**config.mk**
```make
export PLATFORM = sky130hd
export DESIGN_NAME = pixel_fb_writer
export DESIGN_NICKNAME = d
export VERILOG_FILES = /design/src/rtl/pixel_fb_writer.sv
export SDC_FILE = /design/constraint.sdc
export NUM_CORES = 1
export LEC_CHECK = 0
export CAP_MARGIN = 20
export CORE_UTILIZATION = 40
export DETAILED_ROUTE_END_ITERATION = 10
export MAX_ROUTING_LAYER = met4
export SETUP_SLACK_MARGIN = 0.3
export SYNTH_ARGS = -nofsm -noshare
export SYNTH_HDL_FRONTEND = slang
export SYNTH_SLANG_ARGS = --single-unit
```
**constraint.sdc**
```tcl
create_clock -name clk -period 5.1 [get_ports clk]
set_input_delay 0.51 -clock clk [delete_from_list [all_inputs] [get_ports clk]]
set_output_delay 0.51 -clock clk [all_outputs]
set_load 0.01 [all_outputs]
```
**src/rtl/pixel_fb_writer.sv**
```systemverilog
// Framebuffer pixel writer: queues generator pixels in a FIFO, converts RGB888 to
// RGB565 and issues one req/ack write per pixel, signalling completion per shape.
module pixel_fb_writer #(
  parameter int DEPTH = 8
) (
  input  logic        clk,
  input  logic        rst,
  input  logic [7:0]  in_px,
  input  logic [7:0]  in_py,
  input  logic [23:0] in_color,
  input  logic        in_valid,
  input  logic        in_done,
  output logic        mem_req,
  output logic [15:0] mem_addr,
  output logic [15:0] mem_wdata,
  input  logic        mem_ack,
  output logic        busy,
  output logic        draw_done,
  output logic        overflow,
  output logic [16:0] pix_count,
  output logic        o_dbg_state
);
  localparam int AW = (DEPTH > 1) ? $clog2(DEPTH) : 1;
  localparam logic [AW:0] DEPTH_CNT = (AW+1)'(DEPTH);

  typedef enum logic {W_IDLE = 1'b0, W_REQ = 1'b1} w_state_t;

  // Handshake: mem_req rises with mem_addr/mem_wdata already valid and all three
  // stay frozen until mem_ack is sampled high; the write completes on that edge.
  w_state_t    r_state;
  w_state_t    w_next_state;
  logic [31:0] r_fifo [DEPTH];
  logic [AW:0] r_wr_ptr;
  logic [AW:0] r_rd_ptr;
  logic        w_empty;
  logic        w_full;
  logic        w_push;
  logic        w_pop;
  logic        w_ack_take;
  logic        w_draw_done;
  logic [31:0] w_head;
  logic [15:0] w_rgb565;
  logic        r_mem_req;
  logic [15:0] r_mem_addr;
  logic [15:0] r_mem_wdata;
  logic        r_overflow;
  logic        r_done_pending;
  logic        r_clr_pend;
  logic [16:0] r_pix_count;

  assign w_empty  = (r_wr_ptr == r_rd_ptr);
  assign w_full   = ((r_wr_ptr - r_rd_ptr) == DEPTH_CNT);
  assign w_push   = in_valid && !w_full;
  assign w_head   = r_fifo[r_rd_ptr[AW-1:0]];
  assign w_rgb565 = {in_color[23:19], in_color[15:10], in_color[7:3]};

  // Entries are stored already in write format: {py, px, rgb565}.
  always_ff @(posedge clk) begin
    if (w_push) begin
      r_fifo[r_wr_ptr[AW-1:0]] <= {in_py, in_px, w_rgb565};
    end
  end

  always_ff @(posedge clk or posedge rst) begin
    if (rst) begin
      r_wr_ptr <= '0;
      r_rd_ptr <= '0;
    end else begin
      if (w_push) r_wr_ptr <= r_wr_ptr + 1'b1;
      if (w_pop)  r_rd_ptr <= r_rd_ptr + 1'b1;
    end
  end

  always_ff @(posedge clk or posedge rst) begin
    if (rst) r_state <= W_IDLE;
    else     r_state <= w_next_state;
  end

  always_comb begin
    w_next_state = r_state;
    w_pop        = 1'b0;
    w_ack_take   = 1'b0;
    case (r_state)
      W_IDLE: begin
        if (!w_empty) begin
          w_pop        = 1'b1;
          w_next_state = W_REQ;
        end
      end
      W_REQ: begin
        if (mem_ack) begin
          w_ack_take   = 1'b1;
          w_next_state = W_IDLE;
        end
      end
      default: w_next_state = W_IDLE;
    endcase
  end

  always_ff @(posedge clk or posedge rst) begin
    if (rst) begin
      r_mem_req   <= 1'b0;
      r_mem_addr  <= '0;
      r_mem_wdata <= '0;
    end else if (w_pop) begin
      r_mem_req   <= 1'b1;
      r_mem_addr  <= w_head[31:16];
      r_mem_wdata <= w_head[15:0];
    end else if (w_ack_take) begin
      r_mem_req   <= 1'b0;
    end
  end

  assign w_draw_done = r_done_pending && w_empty && (r_state == W_IDLE) && !r_mem_req;

  always_ff @(posedge clk or posedge rst) begin
    if (rst) begin
      r_overflow     <= 1'b0;
      r_done_pending <= 1'b0;
      r_clr_pend     <= 1'b0;
    end else begin
      if (in_valid && w_full) r_overflow <= 1'b1;
      if (w_draw_done)        r_done_pending <= 1'b0;
      else if (in_done)       r_done_pending <= 1'b1;
      if (w_push)             r_clr_pend <= 1'b0;
      else if (w_draw_done)   r_clr_pend <= 1'b1;
    end
  end

  // The count survives the draw_done cycle and restarts at the next shape's first push.
  always_ff @(posedge clk or posedge rst) begin
    if (rst) begin
      r_pix_count <= '0;
    end else if (w_push && (r_clr_pend || w_draw_done)) begin
      r_pix_count <= '0;
    end else if (w_ack_take) begin
      r_pix_count <= r_pix_count + 1'b1;
    end
  end

  assign mem_req     = r_mem_req;
  assign mem_addr    = r_mem_addr;
  assign mem_wdata   = r_mem_wdata;
  assign busy        = !w_empty || r_mem_req || r_done_pending;
  assign draw_done   = w_draw_done;
  assign overflow    = r_overflow;
  assign pix_count   = r_pix_count;
  assign o_dbg_state = r_state;
endmodule
```
**After elaboration in Yosys (flattened, before gate mapping)**

Memory sizes are Yosys's and may differ from the RTL's. A register that Yosys moved wholly into a read port is not among the register bits.
Index checks and enable logic that the tools add are counted.

- Bits of input ports: 45
- Output and inout bits: 54
- Flip-flop bits (word level): 30
- Memories: 1
- Memory bits (writable): 256

- Equal/unequal tests: 2
- Reduce and logical (&&, ||, !) cells: 16
- Add/sub/neg operators: 4
- Multiplexer cells: 16
- Bitwise logic cells: 1

Memory list:

| name | words | bits a word | rd ports | clocked after Yosys merged registers in | wr ports | RTL line | source |
|---|---|---|---|---|---|---|---|
| r_fifo | 8 | 32 | 1 | 1 | 1 | 32 | `logic [31:0] r_fifo [DEPTH];` |

Operators with widths:

| cell | count |
|---|---|
| two-way mux 17 bit | 2 |
| adder 17 x 1 -> 17 bit (second input constant) | 1 |
| two-way mux 1 bit | 13 |
| adder 4 x 1 -> 4 bit (second input constant) | 2 |
| nonzero test 2 bit | 4 |
| logical AND 1 bit | 6 |
| equality test 4 bit | 1 |
| equality test 4 bit (second input constant) | 1 |
| subtractor 4 bit | 1 |
| zero test 1 bit | 3 |
| logical OR 1 bit | 3 |
| one-hot mux 1 bit (2 select lines) | 1 |
| inverter 1 bit | 1 |

**Longest topological paths before layout**

Gate-level depths: netlist (run 1).

- Depth in word-level cells: 7
- Mapped depth: 11
- Mapped depth without buffers: 7

**Worst setup path after synthesis (run 1)**

OpenSTA, ideal clock, no wires.

- Path type: reg-to-reg
- Start: register r_rd_ptr[1]
- End: memory r_fifo[2][0], enable pin
- Library setup time: 0.468 ns
- Data required time: 4.632 ns
- Cell stages (with the launch flop): 10
- Arrival time: 4.589 ns
- Slack: 0.043 ns
- Path buffers: 2
- Path through: dfrtp_1 -> clkbuf_1 -> clkbuf_1 -> inv_1 -> ha_1 -> nand3b_1 -> and3_1 -> o41ai_4 -> or2_2 -> nor3b_1

- Cells in the longest elaborated chain, start to end: 6

RTL lines:

| what | RTL line | source |
|---|---|---|
| start: declaration | 34 | `logic [AW:0] r_rd_ptr;` |
| start signal: assignment | 70 | `if (w_pop) r_rd_ptr <= r_rd_ptr + 1'b1;` |
| subtractor 4 bit | 52 | `assign w_full = ((r_wr_ptr - r_rd_ptr) == DEPTH_CNT);` |
| equality test 4 bit | 52 |  |
| zero test 1 bit | 53 | `assign w_push = in_valid && !w_full;` |
| logical AND 1 bit | 53 |  |
| two-way mux 1 bit | 59 | `if (w_push) begin` |
| two-way mux 1 bit (implied by the code) | 60 | `r_fifo[r_wr_ptr[AW-1:0]] <= {in_py, in_px, w_rgb565};` |
| end: declaration | 32 |  |

No other way between the ends.

**Final worst setup path (run 1)**

- Start: register r_wr_ptr[0]
- End: output port draw_done

- Cells in the longest elaborated chain, start to end: 4

RTL lines:

| what | RTL line | source |
|---|---|---|
| start: declaration | 33 | `logic [AW:0] r_wr_ptr;` |
| start signal: assignment | 69 | `if (w_push) r_wr_ptr <= r_wr_ptr + 1'b1;` |
| equality test 4 bit | 51 | `assign w_empty = (r_wr_ptr == r_rd_ptr);` |
| logical AND 1 bit (3 in a row) | 114 | `assign w_draw_done = r_done_pending && w_empty && (r_state == W_IDLE) && !r_mem_req;` |
| end: declaration | 18 | `output logic draw_done,` |

No other way between the ends.

==> flow_summary.toml, run 1 <==
[logic_synthesis]
yosys_most_used_dff = "edfxtp_1"
synth_nets = 713
yosys.area_share.simple = 0.0585
synth-seq-area-share = 0.759
yosys.area.top_type = "edfxtp_1"
synth.area.mux_share = 0.119
synth_top_family_by_area = "multiplexers"
netlist_top_cells_area = "edfxtp_1 (63%), dfrtp_1 (13%), mux4_2 (12%)"
ys_seq_elements = 318
synth_fa_ha_area_frac = 0.00617
yosysTopAreaCellShare = 0.632
async_reset_ff_frac = 0.195
synth.cell_area_sq_um = 12200
synth.distinct_cells = 37
synth_edf_count = 256
ys.warnings.count = 0
avgSynthCellArea_sq_um = 18.4
synth-compound-area-share = 0.0240
synth-xor-area-share = 0.0179
syn_inst = 662

[clock_tree]
cts_tree = "yes"
cts_made_buffers = 34
h-tree-depth = 2
clockBufferDepth = 3
cts_setup_buffers = 0
ctsHoldBuffers = 0
cts_root_buf = "clkbuf_16"
cts-resized-gates = 0
clk_latency_ns = 0.50
clk_pin_slew_ns = 0.06
cts.sinks = 318

[routing]
postRouteAntennaNets = 0
routedWlPerCell_um = 20.6
drt-vias-per-instance = 5.20
num_vias = 6193
totalWireLength_um = 24500
dr.pass1.iters = 6
first_iter_violations = 368
route.detailed.drc = 0

[sta]
period_minus_slack_ns = 3.48
clock.fmax_mhz = 287
timing.final.ws_setup_ns = 1.62
clock_skew_ns = 0.0132
setup_tns_ns = 0
grt_setup_unrepaired = "no"
hold_viol = 0
slew_violations = 0
worst_pin_slew_ns = 1.02
fin_crit_sh = 0.682
setup-violations-final = 0
maxSlewHeadroom = 0.319

[cells_and_area]
nFillCells = 2481
final_cell_mix = "edfxtp_1 (256), clkdlybuf4s50_1 (90), nand2_1 (72), mux4_2 (64), dfrtp_1 (60)"
seqCellArea_sq_um = 9240
multiInputGateArea_sq_um = 2810
final_common_cell = "edfxtp_1"
area_growth_syn_to_layout_pct = 21.1
layout-drive-gt1-share = 0.183
final_nets = 825

[power_and_ir_drop]
leakagePower_nw = 5.05
intPower_w = 0.00597
p_per_area_nw_per_um2 = 577
p_clk_frac = 0.278
ir_worst_vdd_v = 0.000334
p_sw_w = 0.00253
combPwrFrac = 0.296
swShare = 0.298
p_seq_frac = 0.426

[global_routing]
grtUsageTotal = 0.169
grt_max_degree = 67
grt_pass1_wl_um = 38000
grt_overflow = 0
antenna_found_initial = 1
grt_pass1_vias = 6521

[place]
dp_slack_ns = 1.60
place.gp.congestion = 0.793
io_buffers = 90
dp_hpwl_um = 13700

[hold_path]
hold_path_class = "primary input to asynchronous set/reset pin"

[floorplanning]
die_x_um = 176
core-area_sq_um = 29800
start_util = 0.408
fp-row-count = 63
die_area_sq_um = 31100
die_h_um = 176
io_pins = 99

[worst_setup_path]
required_ns = 4.59
arrival_ns = 2.97
critPathMaxFanout = 9
cp-start-kind = "register"
worst_setup_path_end_kind = "output port"
criticalPathCategory = "register to output port"

[run]
cap_violations = 0

[outcome]
status = "finished clean"
[logic make-up (layout without fill, tap and decap cells)]
| group | Yosys count | in the layout |
|---|---|---|
| AOI/OAI and AO/OA | 42 | 42 |
| xor gates and xnor gates | 24 | 24 |
| adders and majority gates | 6 | 6 |
| buffers and inverters | 41 | 178 |
| DFF | 318 | 318 |
| muxes | 65 | 65 |
| other | 0 | 1 |
| and+or+nand+nor | 166 | 166 |
[worst max-delay path: stages (launching register included)]
cell and delay [ns]:
dfrtp_1 0.61, inv_1 0.18, ha_1 0.34, nand3_1 0.13, nor3_1 0.31, and3b_1 0.32
clkdlybuf4s50_1 0.57
[cell type report]
class	count	area share
clock buffer	50	0.0640
sequential	318	0.628
tap	390	0.0331
antenna	1	0.000170
inverter	6	0.00153
clock inverter	11	0.00900
timing repair buffer	111	0.0736
multi-input combinational	303	0.191
[power groups by stage]
stage | clock network (W) | logic, W | registers, W
detailed placement | 0 | 0.00257 | 0.00367
CTS | 0.00242 | 0.00258 | 0.00363
global placement | 0 | 0.00254 | 0.00364
floorplan | 0 | 0.00160 | 0.00366
finish | 0.00237 | 0.00251 | 0.00362
global route | 0.00252 | 0.00276 | 0.00367
[Yosys cell counts, drive strengths merged (5+ instances only)]
cell type	count
inv	6
clkbuf	21
xor2	18
ha	6
xnor2	6
a31oi	32
edfxtp	256
nand3	10
dfrtp	62
nand2	72
nor2	56
nand4	6
buf	14
and3	6
nor3	5
mux4	64
[state kept, by name, summed over array words and instances, names as in the netlist]
signal / flops
overflow: 1
r_clr_pend: 1
r_rd_ptr: 4
mem_addr: 16
r_wr_ptr: 4
r_done_pending: 1
r_fifo: 256
mem_req: 1
o_dbg_state: 1
pix_count: 17
mem_wdata: 16
[through the flow]
stage / hold slack (ns) / total power (W) / instance area [sq um] / utilization / std cells
2_1_floorplan: 0.465 / 0.00526 / 12200 / - / 662
3_5_place_dp: 0.480 / 0.00625 / 13600 / 0.458 / 1127
3_3_place_gp: 0.474 / 0.00618 / 13600 / 0.458 / 1127
6_report: 0.296 / 0.00850 / 14700 / 0.494 / 1190
4_1_cts: 0.493 / 0.00863 / 14700 / 0.494 / 1188
5_1_grt: 0.302 / 0.00896 / 14700 / 0.494 / 1190
[routing by layer]
metal,track usage,wire [um],vias up
li1,-,-,2798
met1,0.225,11000,3210
met2,0.268,11900,146
met3,0.0297,1150,39
met4,0.0481,442,0
met5,-,0,-
[worst paths after layout]
path,start,to,slack (ns),cells after the start
worst max-delay path,r_wr_ptr[0]$_DFFE_PP0P_,draw_done,1.62,6
worst max register to register,r_wr_ptr[0]$_DFFE_PP0P_,r_fifo[2][6]$_DFFE_PP_,1.65,8
max in group asynchronous,rst,r_rd_ptr[0]$_DFFE_PP0P_,3.89,4
worst min-delay path,rst,pix_count[16]$_DFFE_PP0P_,0.30,2
min in group clk,overflow$_DFFE_PP0P_,overflow$_DFFE_PP0P_,0.50,1
worst min register to register,overflow$_DFFE_PP0P_,overflow$_DFFE_PP0P_,0.50,1
Note: power is estimated with default switching activity, not from simulation.
==> run 2, diff against run 1 <==
- clock period: 5.1 -> 3.3 ns (I/O delays scaled with it)
==> run 2 against run 1 <==
Compared with the run above:
- sequential power is 54% higher
- worst hold slack got worse by 0.027 ns
- sequential share of layout area decreased by 0.73 points
- die area unchanged
- largest power group unchanged
- combinational power grew 64%
==> flow_summary.toml, run 2 (synthesized netlist as in run 1, its figures left out) <==
[global_routing]
grt_pass1_vias = 6656
grt_max_degree = 67
grt_pass1_wl_um = 38900
antenna_found_initial = 1
grtUsageTotal = 0.174
grt_overflow = 0

[clock_tree]
clockBufferDepth = 3
cts_root_buf = "clkbuf_16"
clk_pin_slew_ns = 0.06
h-tree-depth = 2
cts_setup_buffers = 0
cts_made_buffers = 34
clk_latency_ns = 0.51
cts_tree = "yes"
cts.sinks = 318
ctsHoldBuffers = 0
cts-resized-gates = 0

[cells_and_area]
final_common_cell = "edfxtp_1"
seqCellArea_sq_um = 9240
multiInputGateArea_sq_um = 2890
nFillCells = 2502
final_cell_mix = "edfxtp_1 (256), clkdlybuf4s50_1 (90), nand2_1 (72), mux4_2 (64), dfrtp_1 (60)"
instances_no_fill = 1196
layout-drive-gt1-share = 0.209
largest_reg_flops = 256
area_growth_syn_to_layout_pct = 22.5
fin_util = 0.500
final_nets = 830

[worst_setup_path]
critPathMaxFanout = 4
cp-start-kind = "register"
r2r_setup_slack_ns = 0.65
crit_buf_inv = 2
worst_setup_path_end_kind = "output port"
crit_chain = "inv_1, ha_1, nand3_1, nor3_2, and3b_2, clkdlybuf4s50_1"
timing.rr.end = "r_fifo[7][8]$_DFFE_PP_"
criticalPathCategory = "register to output port"
r2r_cells = 7
cpPeakStageDelay_ns = 0.54
slowest_stage = "clkdlybuf4s50_1"
required_ns = 2.97
r2r-start = "r_wr_ptr[0]$_DFFE_PP0P_"
cp_top_family = "buffers and inverters"
arrival_ns = 2.52

[routing]
postRouteAntennaNets = 0
route.detailed.drc = 0
num_vias = 6315
routedWlPerCell_um = 21.0
totalWireLength_um = 25100
drt-vias-per-instance = 5.28
first_iter_violations = 459
dr.pass1.iters = 4

[sta]
clock.fmax_mhz = 351
fin_crit_sh = 0.862
clock_skew_ns = 0.0160
hold_viol = 0
fin_hold_ws_ns = 0.270
setup-violations-final = 0
period_minus_slack_ns = 2.85
setup_tns_ns = 0
grt_setup_unrepaired = "no"
slew_violations = 0
maxSlewHeadroom = 0.317
worst_pin_slew_ns = 1.02

[floorplanning]
fp-row-count = 63
io_pins = 99
core-area_sq_um = 29800
die_h_um = 176
start_util = 0.408
die_x_um = 176
die_area_sq_um = 31100

[place]
io_buffers = 90
dp_hpwl_um = 14100
place_inst = 1133
place.gp.congestion = 0.772

[outcome]
status = "finished clean"

[hold_path]
hold_path_class = "primary input to asynchronous set/reset pin"

[run]
cap_violations = 0

[power_and_ir_drop]
p_per_area_nw_per_um2 = 906
leakagePower_nw = 5.13
ir_worst_vdd_v = 0.000435
-- run 2: worst reg2reg max path, cell delays in order, from the launching register on --
cell,delay (ns)
dfrtp_1,0.34
inv_1,0.13
ha_1,0.24
nand3b_1,0.20
a21oi_2,0.25
o41ai_4,0.16
nor2_4,0.50
buf_4,0.47
-- run 2: how the worst max path moves through the flow --
| stage | endpoint | slack (ns) | start | cells after the start |
|---|---|---|---|---|
| 6_report | draw_done | 0.45 | r_wr_ptr[0]$_DFFE_PP0P_ | 6 |
| 3_3_place_gp | mem_addr[7]$_DFFE_PP0P_ | 0.65 | r_rd_ptr[0]$_DFFE_PP0P_ | 5 |
| 3_5_place_dp | r_fifo[7][4]$_DFFE_PP_ | 0.56 | r_wr_ptr[2]$_DFFE_PP0P_ | 6 |
| 4_1_cts | draw_done | 0.34 | r_wr_ptr[0]$_DFFE_PP0P_ | 6 |
| 5_1_grt | draw_done | 0.33 | r_wr_ptr[0]$_DFFE_PP0P_ | 6 |
| 2_1_floorplan | r_fifo[6][0]$_DFFE_PP_ | 0.28 | r_rd_ptr[1]$_DFFE_PP0P_ | 9 |
-- run 2: area by class of cell --
class | count | area share
flip-flops and latches | 318 | 0.620
multi-input cells | 303 | 0.194
repair buffers | 116 | 0.0744
clock buffers | 47 | 0.0637
well taps | 390 | 0.0327
clock inverters | 15 | 0.0130
inverters | 6 | 0.00185
diodes | 1 | 0.000168
-- run 2: metrics by stage --
| step | setup WS, ns | instance area (sq um) | power [W] |
|---|---|---|---|
| 2_1_floorplan | 0.282 | 12300 | 0.00833 |
| 3_3_place_gp | 0.647 | 13800 | 0.00971 |
| 3_5_place_dp | 0.560 | 13800 | 0.00983 |
| 4_1_cts | 0.337 | 14900 | 0.0137 |
| 5_1_grt | 0.327 | 14900 | 0.0142 |
| 6_report | 0.454 | 14900 | 0.0135 |
-- run 2: metal layers --
layer | routed length, um | global-route usage | vias to the layer above
met5 | 0 | - | -
met4 | 393 | 0.0435 | 0
met3 | 1420 | 0.0323 | 34
met2 | 12300 | 0.278 | 175
met1 | 11100 | 0.232 | 3291
li1 | - | - | 2815
-- run 2: where the power goes --
group / internal, W / total (W) / switching [W]
Clock: 0.00234 / 0.00383 / 0.00149
Sequential: 0.00521 / 0.00557 / 0.000351
Combinational: 0.00188 / 0.00411 / 0.00223
Total: 0.00944 / 0.0135 / 0.00407
==> run 3, diff against run 2 <==
- CORE_ASPECT_RATIO: default -> 0.9
- CTS_CLUSTER_SIZE: default -> 28
==> run 3 against run 2 <==
Compared with the run above:
- sequential power is essentially flat
- non-clock buffer count up 3
- global-route usage down 0.67 points
- utilization down 0.36 points
- largest cell class unchanged
- first-iteration DRC count fell by 13%
- register-to-register slack is essentially flat
- final cell count is 1.0% higher
- power decreased by 2.4%
- clock power shrank 8.6%
- clock skew grew 0.0030 ns
- critical path type unchanged
- combinational power is essentially flat
- via count down 1.5%
==> flow_summary.toml, run 3 (synthesized netlist as in run 1, its figures left out) <==
[routing]
postRouteAntennaNets = 0
dr.pass1.iters = 4
first_iter_violations = 401
num_vias = 6218
route.detailed.drc = 0
routedWlPerCell_um = 20.1
drt-vias-per-instance = 5.15
totalWireLength_um = 24300

[floorplanning]
io_pins = 99
die_x_um = 186
die_h_um = 167
start_util = 0.407
core-area_sq_um = 29900
die_area_sq_um = 31100
fp-row-count = 60

[clock_tree]
ctsHoldBuffers = 0
clk_pin_slew_ns = 0.06
clockBufferDepth = 3
h-tree-depth = 1
cts_made_buffers = 31
cts_root_buf = "clkbuf_16"
cts_tree = "yes"
clk_latency_ns = 0.56
cts.sinks = 318

[global_routing]
antenna_found_initial = 1
grtUsageTotal = 0.168
grt_overflow = 0
grt_max_degree = 67
grt_pass1_vias = 6558
grt_pass1_wl_um = 38100

[power_and_ir_drop]
p_total_w = 0.0132
p_seq_frac = 0.423
intPower_w = 0.00919
p_clk_frac = 0.265
p_sw_w = 0.00400
ir_worst_vdd_v = 0.000522
leakagePower_nw = 5.08
p_per_area_nw_per_um2 = 889
combPwrFrac = 0.312
swShare = 0.303

[cells_and_area]
final_cell_mix = "edfxtp_1 (256), clkdlybuf4s50_1 (89), nand2_1 (72), mux4_2 (64), dfrtp_1 (57)"
final_common_cell = "edfxtp_1"
design_area_sq_um = 14800
largest_reg_flops = 256
nFillCells = 2516
fin_util = 0.497
layout-drive-gt1-share = 0.209
instances_no_fill = 1208
final_nets = 830
area_growth_syn_to_layout_pct = 22.0

[worst_setup_path]
r2r-start = "r_wr_ptr[2]$_DFFE_PP0P_"
r2r_setup_slack_ns = 0.66
timing.rr.end = "r_fifo[6][17]$_DFFE_PP_"
crit_chain = "inv_1, ha_1, nand3_2, nor3_2, buf_4, nand2b_1, clkdlybuf4s50_1"
criticalPathCategory = "register to output port"
slowest_stage = "clkdlybuf4s50_1"
r2r_cells = 7
cpPeakStageDelay_ns = 0.47
arrival_ns = 2.39
required_ns = 2.97
cp-start-kind = "register"
worst_setup_path_end_kind = "output port"
critPathMaxFanout = 3

[sta]
clock_skew_ns = 0.0189
slew_violations = 0
period_minus_slack_ns = 2.72
clock.fmax_mhz = 368
worst_pin_slew_ns = 0.992
maxSlewHeadroom = 0.339
setup_tns_ns = 0
hold_viol = 0
setup-violations-final = 0
fin_crit_sh = 0.824
grt_setup_unrepaired = "no"

[place]
place.gp.congestion = 0.762
dp_hpwl_um = 14400
place_inst = 1147
place_area_sq_um = 13800
io_buffers = 90

[hold_path]
hold_path_class = "primary input to asynchronous set/reset pin"

[outcome]
status = "finished clean"

[run]
cap_violations = 0
## run 3: cell types whose count changed in the layout (fill, tap and decap cells not counted), sizes merged
cell | previous run | this run
inv | 8 | 7
clkinv | 8 | 10
dlymetal6s2s | 0 | 1
clkbuf | 47 | 38
clkinvlp | 1 | 5
buf | 26 | 29
clkdlybuf4s50 | 90 | 89
## run 3: power by group through the flow
stage | Combinational (W) | Clock (W) | Sequential (W)
final | 0.00411 | 0.00350 | 0.00557
after detailed placement | 0.00415 | 0 | 0.00568
after CTS | 0.00421 | 0.00359 | 0.00558
after global placement | 0.00407 | 0 | 0.00563
after floorplan | 0.00268 | 0 | 0.00565
after global routing | 0.00454 | 0.00373 | 0.00565
## run 3: cell type report
cell class	count	area, sq um	area share
multi-input combinational	303	2890	0.195
tap	403	504	0.0340
inverter	6	27.5	0.00186
clock inverter	20	211	0.0143
timing repair buffer	119	1130	0.0764
clock buffer	38	812	0.0547
antenna	1	2.50	0.000169
sequential	318	9250	0.624
## run 3: how the worst max path moves through the flow
stage,startpoint,to,slack (ns),cells past startpoint
finish,r_wr_ptr[0]$_DFFE_PP0P_,busy,0.58,7
global route,r_rd_ptr[0]$_DFFE_PP0P_,mem_wdata[2]$_DFFE_PP0P_,0.42,5
CTS,r_wr_ptr[2]$_DFFE_PP0P_,draw_done,0.34,5
detailed placement,r_wr_ptr[1]$_DFFE_PP0P_,r_fifo[6][17]$_DFFE_PP_,0.51,7
global placement,r_wr_ptr[1]$_DFFE_PP0P_,r_fifo[6][13]$_DFFE_PP_,0.62,7
floorplan,r_rd_ptr[1]$_DFFE_PP0P_,r_fifo[6][0]$_DFFE_PP_,0.28,9
## run 3: critical path: cells and delay by family (launching register included)
kind                       cells  cell delay, ns
adders and majority gates      1            0.34
buffers and inverters          3            0.73
DFF                            1            0.34
and+or+nand+nor                3            0.41
## run 3: through the flow
stage	hold slack [ns]	setup WS, ns
after floorplan	0.429	0.282
after global placement	0.467	0.616
after detailed placement	0.483	0.513
after CTS	0.181	0.340
after global routing	0.239	0.422
final	0.184	0.582
## run 3: what timing repair did
action	4_1_cts	5_1_grt
buffers inserted	2	0
hold endpoints to repair	0	0
pin swaps	1	0
gates resized for setup	5	2
endpoints found under the setup margin	1	1
## run 3: metal layers
layer,wire length (um),GRT usage,part of all wire,vias up
li1,-,-,-,2810
met1,10700,0.234,0.44,3217
met2,11600,0.260,0.48,153
met3,1480,0.0257,0.061,38
met4,491,0.0403,0.020,0
met5,0,-,0,-
